[src/rtl/ram_reader_pkg.sv]
// ram_reader_pkg: shared widths, reader FSM states and the len-0 encoding.
package ram_reader_pkg;
    localparam int ADDR_W_DEF = 6;
    localparam int DATA_W_DEF = 8;

    typedef enum logic [2:0] {IDLE, FETCH, SEND, DONE, CSUM} state_e;

    // len of 0 stands for the full RAM depth.
    function automatic int unsigned len0_count(input int unsigned aw);
        return 32'd1 << aw;
    endfunction
endpackage

[src/rtl/ram_stream_reader_if.sv]
// ram_stream_reader_if: valid/ready byte stream carrying out_data and out_last.
interface ram_stream_reader_if #(parameter int DATA_W = 8) ();
    logic              valid;
    logic              ready;
    logic              last;
    logic [DATA_W-1:0] data;

    modport master(output valid, output data, output last, input ready);
    modport slave(input valid, input data, input last, output ready);
endinterface

[src/rtl/ram_reader_csum.sv]
// ram_reader_csum: running byte sum and its two's-complement negation.
module ram_reader_csum #(
    parameter int DATA_W = 8
) (
    input  logic              clk,
    input  logic              rst,
    input  logic              clr_i,
    input  logic              add_i,
    input  logic [DATA_W-1:0] byte_i,
    output logic [DATA_W-1:0] neg_o
);
    logic [DATA_W-1:0] sum_q;
    logic [DATA_W-1:0] tot;

    always_ff @(posedge clk) begin
        if (!rst) sum_q <= '0;
        else if (clr_i) sum_q <= '0;
        else if (add_i) sum_q <= sum_q + byte_i;
    end

    // Include the byte being accepted this cycle so the result is ready at the last handshake.
    assign tot   = sum_q + (add_i ? byte_i : '0);
    assign neg_o = '0 - tot;
endmodule

[src/rtl/ram_stream_reader.sv]
// ram_stream_reader: streams a wrap-around RAM window out on a valid/ready port.
// Optional checksum trailer byte enabled by READER_CSUM_EN.
module ram_stream_reader
    import ram_reader_pkg::*;
#(
    parameter int ADDR_W = ADDR_W_DEF,
    parameter int DATA_W = DATA_W_DEF
) (
    input  logic                  clk,
    input  logic                  rst,
    input  logic                  start,
    input  logic [ADDR_W-1:0]     base_addr,
    input  logic [ADDR_W-1:0]     len,
    output logic                  busy,
    output logic [ADDR_W-1:0]     rd_addr,
    input  logic [DATA_W-1:0]     rd_data,
    ram_stream_reader_if.master   out,
    output logic                  done
);
    state_e            state_q, state_d;
    logic [ADDR_W-1:0] ptr_q, ptr_d;
    logic [ADDR_W:0]   rem_q, rem_d;
    logic [DATA_W-1:0] data_q, data_d;
    logic              valid_q, valid_d, last_q, last_d;
    logic              hs, load, last_data;

    assign hs = valid_q & out.ready;
`ifdef READER_CSUM_EN
    logic [DATA_W-1:0] csum;
    assign last_data = 1'b0;
    ram_reader_csum #(.DATA_W(DATA_W)) u_csum (
        .clk(clk),
        .rst(rst),
        .clr_i((state_q == IDLE) & start),
        .add_i((state_q == SEND) & hs),
        .byte_i(data_q),
        .neg_o(csum)
    );
`else
    assign last_data = rem_q == (ADDR_W+1)'(1);
`endif

    always_comb begin
        state_d = state_q;
        ptr_d   = ptr_q;
        rem_d   = rem_q;
        data_d  = data_q;
        valid_d = valid_q;
        last_d  = last_q;
        load    = 1'b0;
        case (state_q)
            IDLE: if (start) begin
                ptr_d   = base_addr;
                rem_d   = (len == '0) ? (ADDR_W+1)'(len0_count(ADDR_W)) : {1'b0, len};
                state_d = FETCH;
            end
            FETCH: begin
                load    = 1'b1;
                state_d = SEND;
            end
            SEND: if (hs) begin
                if (rem_q != '0) load = 1'b1;
                else begin
`ifdef READER_CSUM_EN
                    data_d  = csum;
                    last_d  = 1'b1;
                    state_d = CSUM;
`else
                    valid_d = 1'b0;
                    last_d  = 1'b0;
                    state_d = DONE;
`endif
                end
            end
`ifdef READER_CSUM_EN
            CSUM: if (hs) begin
                valid_d = 1'b0;
                last_d  = 1'b0;
                state_d = DONE;
            end
`endif
            DONE: state_d = IDLE;
            default: state_d = IDLE;
        endcase
        if (load) begin
            data_d  = rd_data;
            valid_d = 1'b1;
            last_d  = last_data;
            ptr_d   = ptr_q + 1'b1;
            rem_d   = rem_q - 1'b1;
        end
    end

    always_ff @(posedge clk) begin
        if (!rst) begin
            state_q <= IDLE;
            ptr_q   <= '0;
            rem_q   <= '0;
            data_q  <= '0;
            valid_q <= 1'b0;
            last_q  <= 1'b0;
        end else begin
            state_q <= state_d;
            ptr_q   <= ptr_d;
            rem_q   <= rem_d;
            data_q  <= data_d;
            valid_q <= valid_d;
            last_q  <= last_d;
        end
    end

    assign out.valid = valid_q;
    assign out.data  = data_q;
    assign out.last  = last_q;
    assign busy      = state_q != IDLE;
    assign done      = state_q == DONE;
    assign rd_addr   = ptr_q;
endmodule

[src/flat_wrapper.sv]
// flat-port wrapper written by rule: the top's interface ports become plain ports
module ram_stream_reader_flat import ram_reader_pkg::*;
#(
    parameter int ADDR_W = ADDR_W_DEF,
    parameter int DATA_W = DATA_W_DEF
)
  (clk, rst, start, base_addr, len, busy, rd_addr, rd_data, done, out_valid, out_data, out_last, out_ready);
  ram_stream_reader_if #(.DATA_W(DATA_W)) out_i ();
  input  logic clk;
  input  logic rst;
  input  logic start;
  input  logic [ADDR_W-1:0] base_addr;
  input  logic [ADDR_W-1:0] len;
  output logic busy;
  output logic [ADDR_W-1:0] rd_addr;
  input  logic [DATA_W-1:0] rd_data;
  output logic done;
  output wire logic [$bits(out_i.valid)-1:0] out_valid;
  output wire logic [$bits(out_i.data)-1:0] out_data;
  output wire logic [$bits(out_i.last)-1:0] out_last;
  input wire logic [$bits(out_i.ready)-1:0] out_ready;
  assign out_valid = out_i.valid;
  assign out_data = out_i.data;
  assign out_last = out_i.last;
  assign out_i.ready = out_ready;
  ram_stream_reader #(.ADDR_W(ADDR_W), .DATA_W(DATA_W)) u_core (.clk(clk), .rst(rst), .start(start), .base_addr(base_addr), .len(len), .busy(busy), .rd_addr(rd_addr), .rd_data(rd_data), .out(out_i), .done(done));
endmodule
[config.mk]
export PLATFORM = sky130hd
export DESIGN_NAME = ram_stream_reader_flat
export DESIGN_NICKNAME = d
export VERILOG_FILES = /design/src/rtl/ram_reader_pkg.sv /design/src/rtl/ram_stream_reader_if.sv /design/src/rtl/ram_reader_csum.sv /design/src/rtl/ram_stream_reader.sv /design/src/flat_wrapper.sv
export SDC_FILE = /design/constraint.sdc
export NUM_CORES = 1
export LEC_CHECK = 0
export BUFFER_PORTS_ARGS = -buffer_cell sky130_fd_sc_hd__clkbuf_2
export CAP_MARGIN = 30
export CELL_PAD_IN_SITES_DETAIL_PLACEMENT = 1
export CELL_PAD_IN_SITES_GLOBAL_PLACEMENT = 2
export CORE_ASPECT_RATIO = 1.1
export CORE_MARGIN = 2
export CORE_UTILIZATION = 31
export CTS_BUF_LIST = sky130_fd_sc_hd__clkbuf_16
export CTS_CLUSTER_DIAMETER = 60
export CTS_CLUSTER_SIZE = 14
export DETAILED_ROUTE_END_ITERATION = 7
export PLACE_DENSITY = 0.8
export SLEW_MARGIN = 40
export SYNTH_ARGS = -nofsm -noshare
export SYNTH_HDL_FRONTEND = slang
export SYNTH_SLANG_ARGS = --single-unit
[constraint.sdc]
create_clock -name clk -period 2.83 [get_ports clk]
set_input_delay 0.4245 -clock clk [delete_from_list [all_inputs] [get_ports clk]]
set_output_delay 0.4245 -clock clk [all_outputs]
set_load 0.005 [all_outputs]
==> results of run 1 <==
[sequential cells by signal, indices dropped and copies added, names as in the netlist]
name              flops
u_core.out.data       8
u_core.rem_q          7
u_core.rd_addr        6
u_core.state_q        2
u_core.out.last       1
u_core.out.valid      1
[cell families after synthesis]
logic type,Yosys count
buffers and inverters,17
AND/OR/NAND/NOR,80
XOR/XNOR,1
flip-flops,25
multiplexers,1
adder cells (fa/ha/maj),8
AO/OA/AOI/OAI,42
[synth_stat cells, types with 2 or more instances]
| library cell | n |
|---|---|
| and3_1 | 5 |
| nor4_1 | 2 |
| a21oi_1 | 4 |
| o21ai_1 | 10 |
| nand2_1 | 28 |
| clkbuf_1 | 6 |
| nor2_1 | 8 |
| nand4b_1 | 4 |
| o21a_1 | 2 |
| buf_6 | 2 |
| o311ai_1 | 4 |
| nand3_1 | 6 |
| a21o_1 | 2 |
| inv_1 | 6 |
| nand4_1 | 13 |
| a21boi_1 | 10 |
| nor3b_1 | 2 |
| dfxtp_1 | 25 |
| o211ai_1 | 3 |
| buf_2 | 2 |
| and3b_1 | 2 |
| ha_1 | 8 |
| nor2b_1 | 4 |
[power by group through the flow]
stage / Clock, mW / Sequential [mW] / Combinational (mW)
final: 0.314 / 0.557 / 0.677
after global routing: 0.336 / 0.573 / 0.761
after CTS: 0.324 / 0.557 / 0.689
after detailed placement: 0 / 0.563 / 0.676
after global placement: 0 / 0.553 / 0.646
after floorplan: 0 / 0.540 / 0.488
[metal layers]
layer	part of all wire	vias up
met3	0.031	5
met5	0	-
met1	0.44	691
met2	0.52	26
met4	0.010	0
li1	-	711
[through the flow]
| stage | power [mW] | utilization | cell area (um^2) | instances | setup WS (ps) |
|---|---|---|---|---|---|
| 2_1_floorplan | 1.03 | - | 1450 | 174 | 1120 |
| 3_3_place_gp | 1.20 | 0.370 | 1680 | 263 | 708 |
| 3_5_place_dp | 1.24 | 0.370 | 1680 | 263 | 612 |
| 4_1_cts | 1.57 | 0.387 | 1760 | 267 | 595 |
| 5_1_grt | 1.67 | 0.387 | 1760 | 267 | 463 |
| 6_report | 1.55 | 0.387 | 1760 | 267 | 614 |
[cell usage in the layout, fill, tap and decap left out, types with 3 or more instances in the layout]
| master | netlist | layout |
|---|---|---|
| a21boi_1 | 10 | 10 |
| a21oi_1 | 4 | 4 |
| and3_1 | 5 | 5 |
| buf_4 | 1 | 3 |
| clkbuf_16 | 0 | 3 |
| clkbuf_2 | 0 | 41 |
| dfxtp_1 | 25 | 25 |
| ha_1 | 8 | 8 |
| inv_1 | 6 | 7 |
| nand2_1 | 28 | 28 |
| nand3_1 | 6 | 6 |
| nand4_1 | 13 | 13 |
| nand4b_1 | 4 | 4 |
| nor2_1 | 8 | 8 |
| nor2b_1 | 4 | 4 |
| o211ai_1 | 3 | 3 |
| o21ai_1 | 10 | 10 |
| o311ai_1 | 4 | 4 |
[worst max-delay path: stages, from the launching register on]
cell and delay [ps]:
dfxtp_1 410, inv_1 90, ha_1 340, nand4_1 200, a32o_1 560, buf_4 290
nand3_1 80, o211a_1 120
[layout make-up]
cell class / count / area, um^2
Inverter: 6 / 22.5
Multi-Input combinational cell: 132 / 862
Clock buffer: 3 / 75.1
Clock inverter: 1 / 3.75
Tap cell: 56 / 70.1
Sequential cell: 25 / 500
Timing Repair Buffer: 44 / 228
Fill cell: 574 / 2790
[path summary, 6_finish.rpt]
check | endpoint | depth (start not counted)
setup / recovery | u_core.rd_addr[1]$_SDFFE_PN0P_ | 7
hold / removal | u_core.out.data[6]$_SDFFE_PN0P_ | 3
setup reg to reg | u_core.rd_addr[1]$_SDFFE_PN0P_ | 7
hold reg to reg | u_core.out.data[6]$_SDFFE_PN0P_ | 2
==> results.md, run 1 <==
- Status: finished clean
- Initial antenna violation count: 0
- CP startpoint: u_core.state_q[0]$_SDFFE_PN0P_
- DR vias: around 1,400
- Gpl congestion: between 0.6 and 0.7
- Post-synth EDFFs: 0
- HPWL after detailed placement: just under 3000 um
- WL final: between 4000 and 5000 um
- # Max-Cap Violations: 0
- Hold Startpoint: rd_data[6]
- Largest area contributor in the netlist: dfxtp_1
- Vias in the first global route: roughly 1,400
- Tcrit/Tclk final: 0.783
- Final #Nets: approximately 240
- Synth Area in XOR/XNOR: 0.00605
- Reg2reg setup slack: just over 600 ps
- Resized cells post-CTS: 0
- Yosys warning total: 0
- CTS tree: built
- Pwr dens: 879 nW/um^2
- Synth top area cells: dfxtp_1 35%, nand2_1 7.3%, ha_1 6.9%
- Post-CTS Setup Repair Bufs: 0
- Mapped Cells: 174
- Crit path capture type: flop
- TritonCTS Buffers: 3
- Met1 usage: 0.171
- N_diodes: 0
- Worst min path class: input port to flop
- Clock root cell: clkbuf_16
- Post-Synth Simple-Gate Area: 0.306
- Max Clock Freq: about 0.45 GHz
- Initial Util: 0.318
- Chip height: 75.7 um
- Crit Reg-Reg Startpoint: u_core.state_q[0]$_SDFFE_PN0P_
- Unrepaired setup endpoints after global routing: false
- Clock slew at reported path FFs: 60 ps
- Top FF cell, synth: dfxtp_1
- Largest family of logic cells by synthesized area: simple AND/OR/NAND/NOR gates
- Core Area: 4550 um^2
- Crit path DAT: between 2000 and 2500 ps
- Mux cell area share after synthesis: 0.00778
- Clock Sinks: 25
- Share of layout cells above drive strength 1: 0.237
- Mean Syn Cell Area: approximately 8.3 um^2
- WS Path Type: flop to flop
- Syn_nets: roughly 200
- DR WL/cell: 15.1 um
- Asr flop ratio synth: 0
- Net switching power figure: approximately 0.63 mW
- Clock Skew: 2.83 ps
- Die area: about 5200 um^2
- P_int: 0.918 mW
- Reg power frac: 0.360
- Post-synthesis cell type count: 39
- Largest net degree at the start of global routing: 44
- IO Count: between 40 and 50
- Clock network power share: 0.203
- GR Util met3: 0.0265
- # port buffers: 41
- TritonRoute pass-1 iters: 4
- Seq cells post-synth: 25
- H-Tree Depth: 1
- Sequential share of the synthesized area: 0.346
- Overflow after GRT: 0
- GRT Max-Usage Layer: met2
- DRC Markers: 0
- First-pass GRT wire length: between 6000 and 7000 um
- Maximum vdd drop: around 0.00028 V
- Final Setup Violations: 0
- Final hold vios: 0
- Post-layout min period: 2220 ps
- # rows: 26
- Static leakage: 0.782 nW
- Slew Limit Headroom: 0.496
- DRT antenna net count: 0
- Worst setup SP type: flop
- WHS: 384 ps
- Comb pwr share: 0.438
- Share of the synthesized area in the top cell type: 0.346
- Tightest Pin Transition: ~760 ps
- Die X: 69.2 um
- Worst endpoint required time: 2980 ps
- Post-Syn Area: around 1400 um^2
- Max-slew violations: 0
- Synth Area in Compound Gates: 0.207
- Worst skew pair latency: around 260 ps
- Hold buffers post-CTS: 0
- Max FO, Critical Path: 16
- CTS Buffer Depth: 2
- Synth-to-Final Area Change: 21.7%
- Avg Vias per Cell: about 5.4
- Initial drt markers: 21
- Synth Area in Adders: 0.0691
- Final setup TNS: 0 ps
- All-Layer GR Usage: 0.151
- Switching part of the total: 0.407
- GR Layer Usage met2: 0.291
Power figures use the tool's default switching activity.
==> run 2: changes to the inputs <==
- CORE_UTILIZATION: 31 -> 29
- PLACE_DENSITY: 0.8 -> 0.75
- clock period: 2.83 -> 2.3 ns (I/O delays scaled with it)
==> run 2 against run 1 <==
Utilization fell by 1.0 points; die area rose by 6.5%; global-route usage barely moved; via count fell by 0.56%; clock power rose by 23%; maximum frequency rose by 14%; non-clock buffer count rose by 2; setup slack got worse by 250 ps; critical path depth fell by 1; critical endpoint is now u_core.rd_addr[5]$_SDFFE_PN0P_; sequential share of layout area fell by 0.24 points; clock-buffer cell count did not move; sequential power rose by 22%.
==> results.md, run 2 (synthesis results as in run 1) <==
- Status: finished clean (unchanged)
- Tightest Pin Transition: 770 ps (was 757 ps)
- Initial drt markers: 39 (was 21)
- # rows: 26 (unchanged)
- IO Count: 42 (unchanged)
- Avg Vias per Cell: 5.30 (was 5.37)
- Worst endpoint required time: 2460 ps (was 2980 ps)
- WS Path Type: flop to flop (unchanged)
- Core Area: 4720 um^2 (was 4550 um^2)
- Worst skew pair latency: 260 ps (about the same)
- TritonCTS Buffers: 3 (unchanged)
- CP Cell Sequence: inv_1 -> ha_1 -> nand4_1 -> a32o_1 -> buf_4 -> o311ai_1 (was inv_1 -> ha_1 -> nand4_1 -> a32o_1 -> buf_4 -> nand3_1 -> o211a_1)
- WL final: 3940 um (was 4030 um)
- Die X: 71.4 um (was 69.2 um)
- Pwr dens: 1080 nW/um^2 (was 879 nW/um^2)
- N_diodes: 0 (unchanged)
- All-Layer GR Usage: 0.151 (about the same)
- Crit path DAT: 2100 ps (was 2370 ps)
- # Max-Cap Violations: 0 (unchanged)
- Crit path capture type: flop (unchanged)
- Gpl congestion: 0.696 (was 0.697)
- Hold buffers post-CTS: 0 (unchanged)
- Commonest cells after routing, fill and taps aside: 41 x clkbuf_2, 28 x nand2_1, 25 x dfxtp_1 (unchanged)
- Dpl cells: 265 (was 263)
- Static leakage: 0.791 nW (was 0.782 nW)
- Final setup TNS: 0 ps (unchanged)
- Share of layout cells above drive strength 1: 0.244 (was 0.237)
- CTS Buffer Depth: 2 (unchanged)
- Chip height: 78.1 um (was 75.7 um)
- Max FO, Critical Path: 17 (was 16)
- Final hold vios: 0 (unchanged)
- Slew Limit Headroom: 0.487 (was 0.496)
- First-pass GRT wire length: 6790 um (was 6420 um)
- Die area: 5570 um^2 (was 5230 um^2)
- Initial antenna violation count: 0 (unchanged)
- H-Tree Depth: 1 (unchanged)
- Overflow after GRT: 0 (unchanged)
- DRC Markers: 0 (unchanged)
- TritonRoute pass-1 iters: 4 (unchanged)
- Clock Sinks: 25 (unchanged)
- Maximum vdd drop: 0.000398 V (was 0.000280 V)
- CTS tree: built (unchanged)
- CP max-delay cell: dfxtp_1 (was a32o_1)
- CP delay by family, top: compound AO/OA/AOI/OAI gates (unchanged)
- Post-CTS Setup Repair Bufs: 0 (unchanged)
- Max FFs per register: 8 (unchanged)
- WHS: 301 ps (was 384 ps)
- Vias in the first global route: 1,452 (was 1,397)
- # port buffers: 41 (unchanged)
- Synth-to-Final Area Change: 22.7% (was 21.7%)
- Max-slew violations: 0 (unchanged)
- HPWL after detailed placement: 2990 um (was 2910 um)
- Largest net degree at the start of global routing: 44 (unchanged)
- Worst setup SP type: flop (unchanged)
- Design area: 1780 um^2 (was 1760 um^2)
- Worst min path class: input port to flop (unchanged)
- Most common cell after layout, fill and taps aside: clkbuf_2 (unchanged)
- Tcrit/Tclk final: 0.844 (was 0.783)
- Placement Cell Area: 1700 um^2 (was 1680 um^2)
- Tot Pwr: 1.91 mW (was 1.55 mW)
- Final Setup Violations: 0 (unchanged)
- CP max stage delay: 410 ps (was 560 ps)
- Buf/Inv on CP: 2 (unchanged)
- DR vias: 1,425 (was 1,433)
- Clock root cell: clkbuf_16 (unchanged)
- Clock Skew: 2.30 ps (was 2.83 ps)
- DR WL/cell: 14.7 um (was 15.1 um)
- Unrepaired setup endpoints after global routing: false (unchanged)
- Post-layout min period: 1940 ps (was 2220 ps)
- Initial Util: 0.307 (was 0.318)
- DRT antenna net count: 0 (unchanged)
- Final #Nets: 246 (was 244)
- Clock slew at reported path FFs: 60 ps (about the same)
- Max Clock Freq: 0.515 GHz (was 0.451 GHz)
- Fin cells: 269 (was 267)
- Resized cells post-CTS: 0 (unchanged)
-- run 2: layout make-up --
cell class,count,area (um^2)
well taps,56,70.1
inverters,6,22.5
multi-input cells,132,862
flip-flops and latches,25,500
repair buffers,46,243
clock buffers,3,75.1
clock inverters,1,3.75
fillers,591,2940
-- run 2: routing by layer --
layer	up-vias	GRT usage	wire length, um
met1	671	0.199	1850
met3	5	0.0205	176
met5	-	0	0
met4	0	0.0566	61
li1	715	-	-
met2	34	0.249	1860
-- run 2: worst paths after layout --
path                                                 startpoint                         endpoint  slack (ps)  cells after the start
worst max-delay path             u_core.state_q[0]$_SDFFE_PN0P_   u_core.rd_addr[5]$_SDFFE_PN0P_         360                      6
worst min-delay path                                 rd_data[2]  u_core.out.data[2]$_SDFFE_PN0P_         300                      3
worst max register to register   u_core.state_q[0]$_SDFFE_PN0P_   u_core.rd_addr[5]$_SDFFE_PN0P_         360                      6
worst min register to register  u_core.out.data[0]$_SDFFE_PN0P_  u_core.out.data[0]$_SDFFE_PN0P_         460                      2
-- run 2: worst reg2reg max path, cell delays in order (launching register included) --
cell	delay, ps
dfxtp_1	410
inv_1	90
ha_1	330
nand4_1	200
a32o_1	290
buf_4	200
o311ai_1	310
-- run 2: through the flow --
| stage | worst slack [ps] | utilization |
|---|---|---|
| after CTS | 362 | 0.377 |
| after global placement | 531 | 0.360 |
| after global routing | 220 | 0.377 |
| after detailed placement | 382 | 0.360 |
| after floorplan | 585 | - |
| final | 360 | 0.377 |
-- run 2: power breakdown --
group / switching [mW] / total (mW) / leakage, nW / internal, mW
clock: 0.154 / 0.386 / 0.0423 / 0.233
combinational: 0.478 / 0.843 / 0.545 / 0.365
sequential: 0.134 / 0.681 / 0.204 / 0.547
total: 0.766 / 1.91 / 0.791 / 1.14
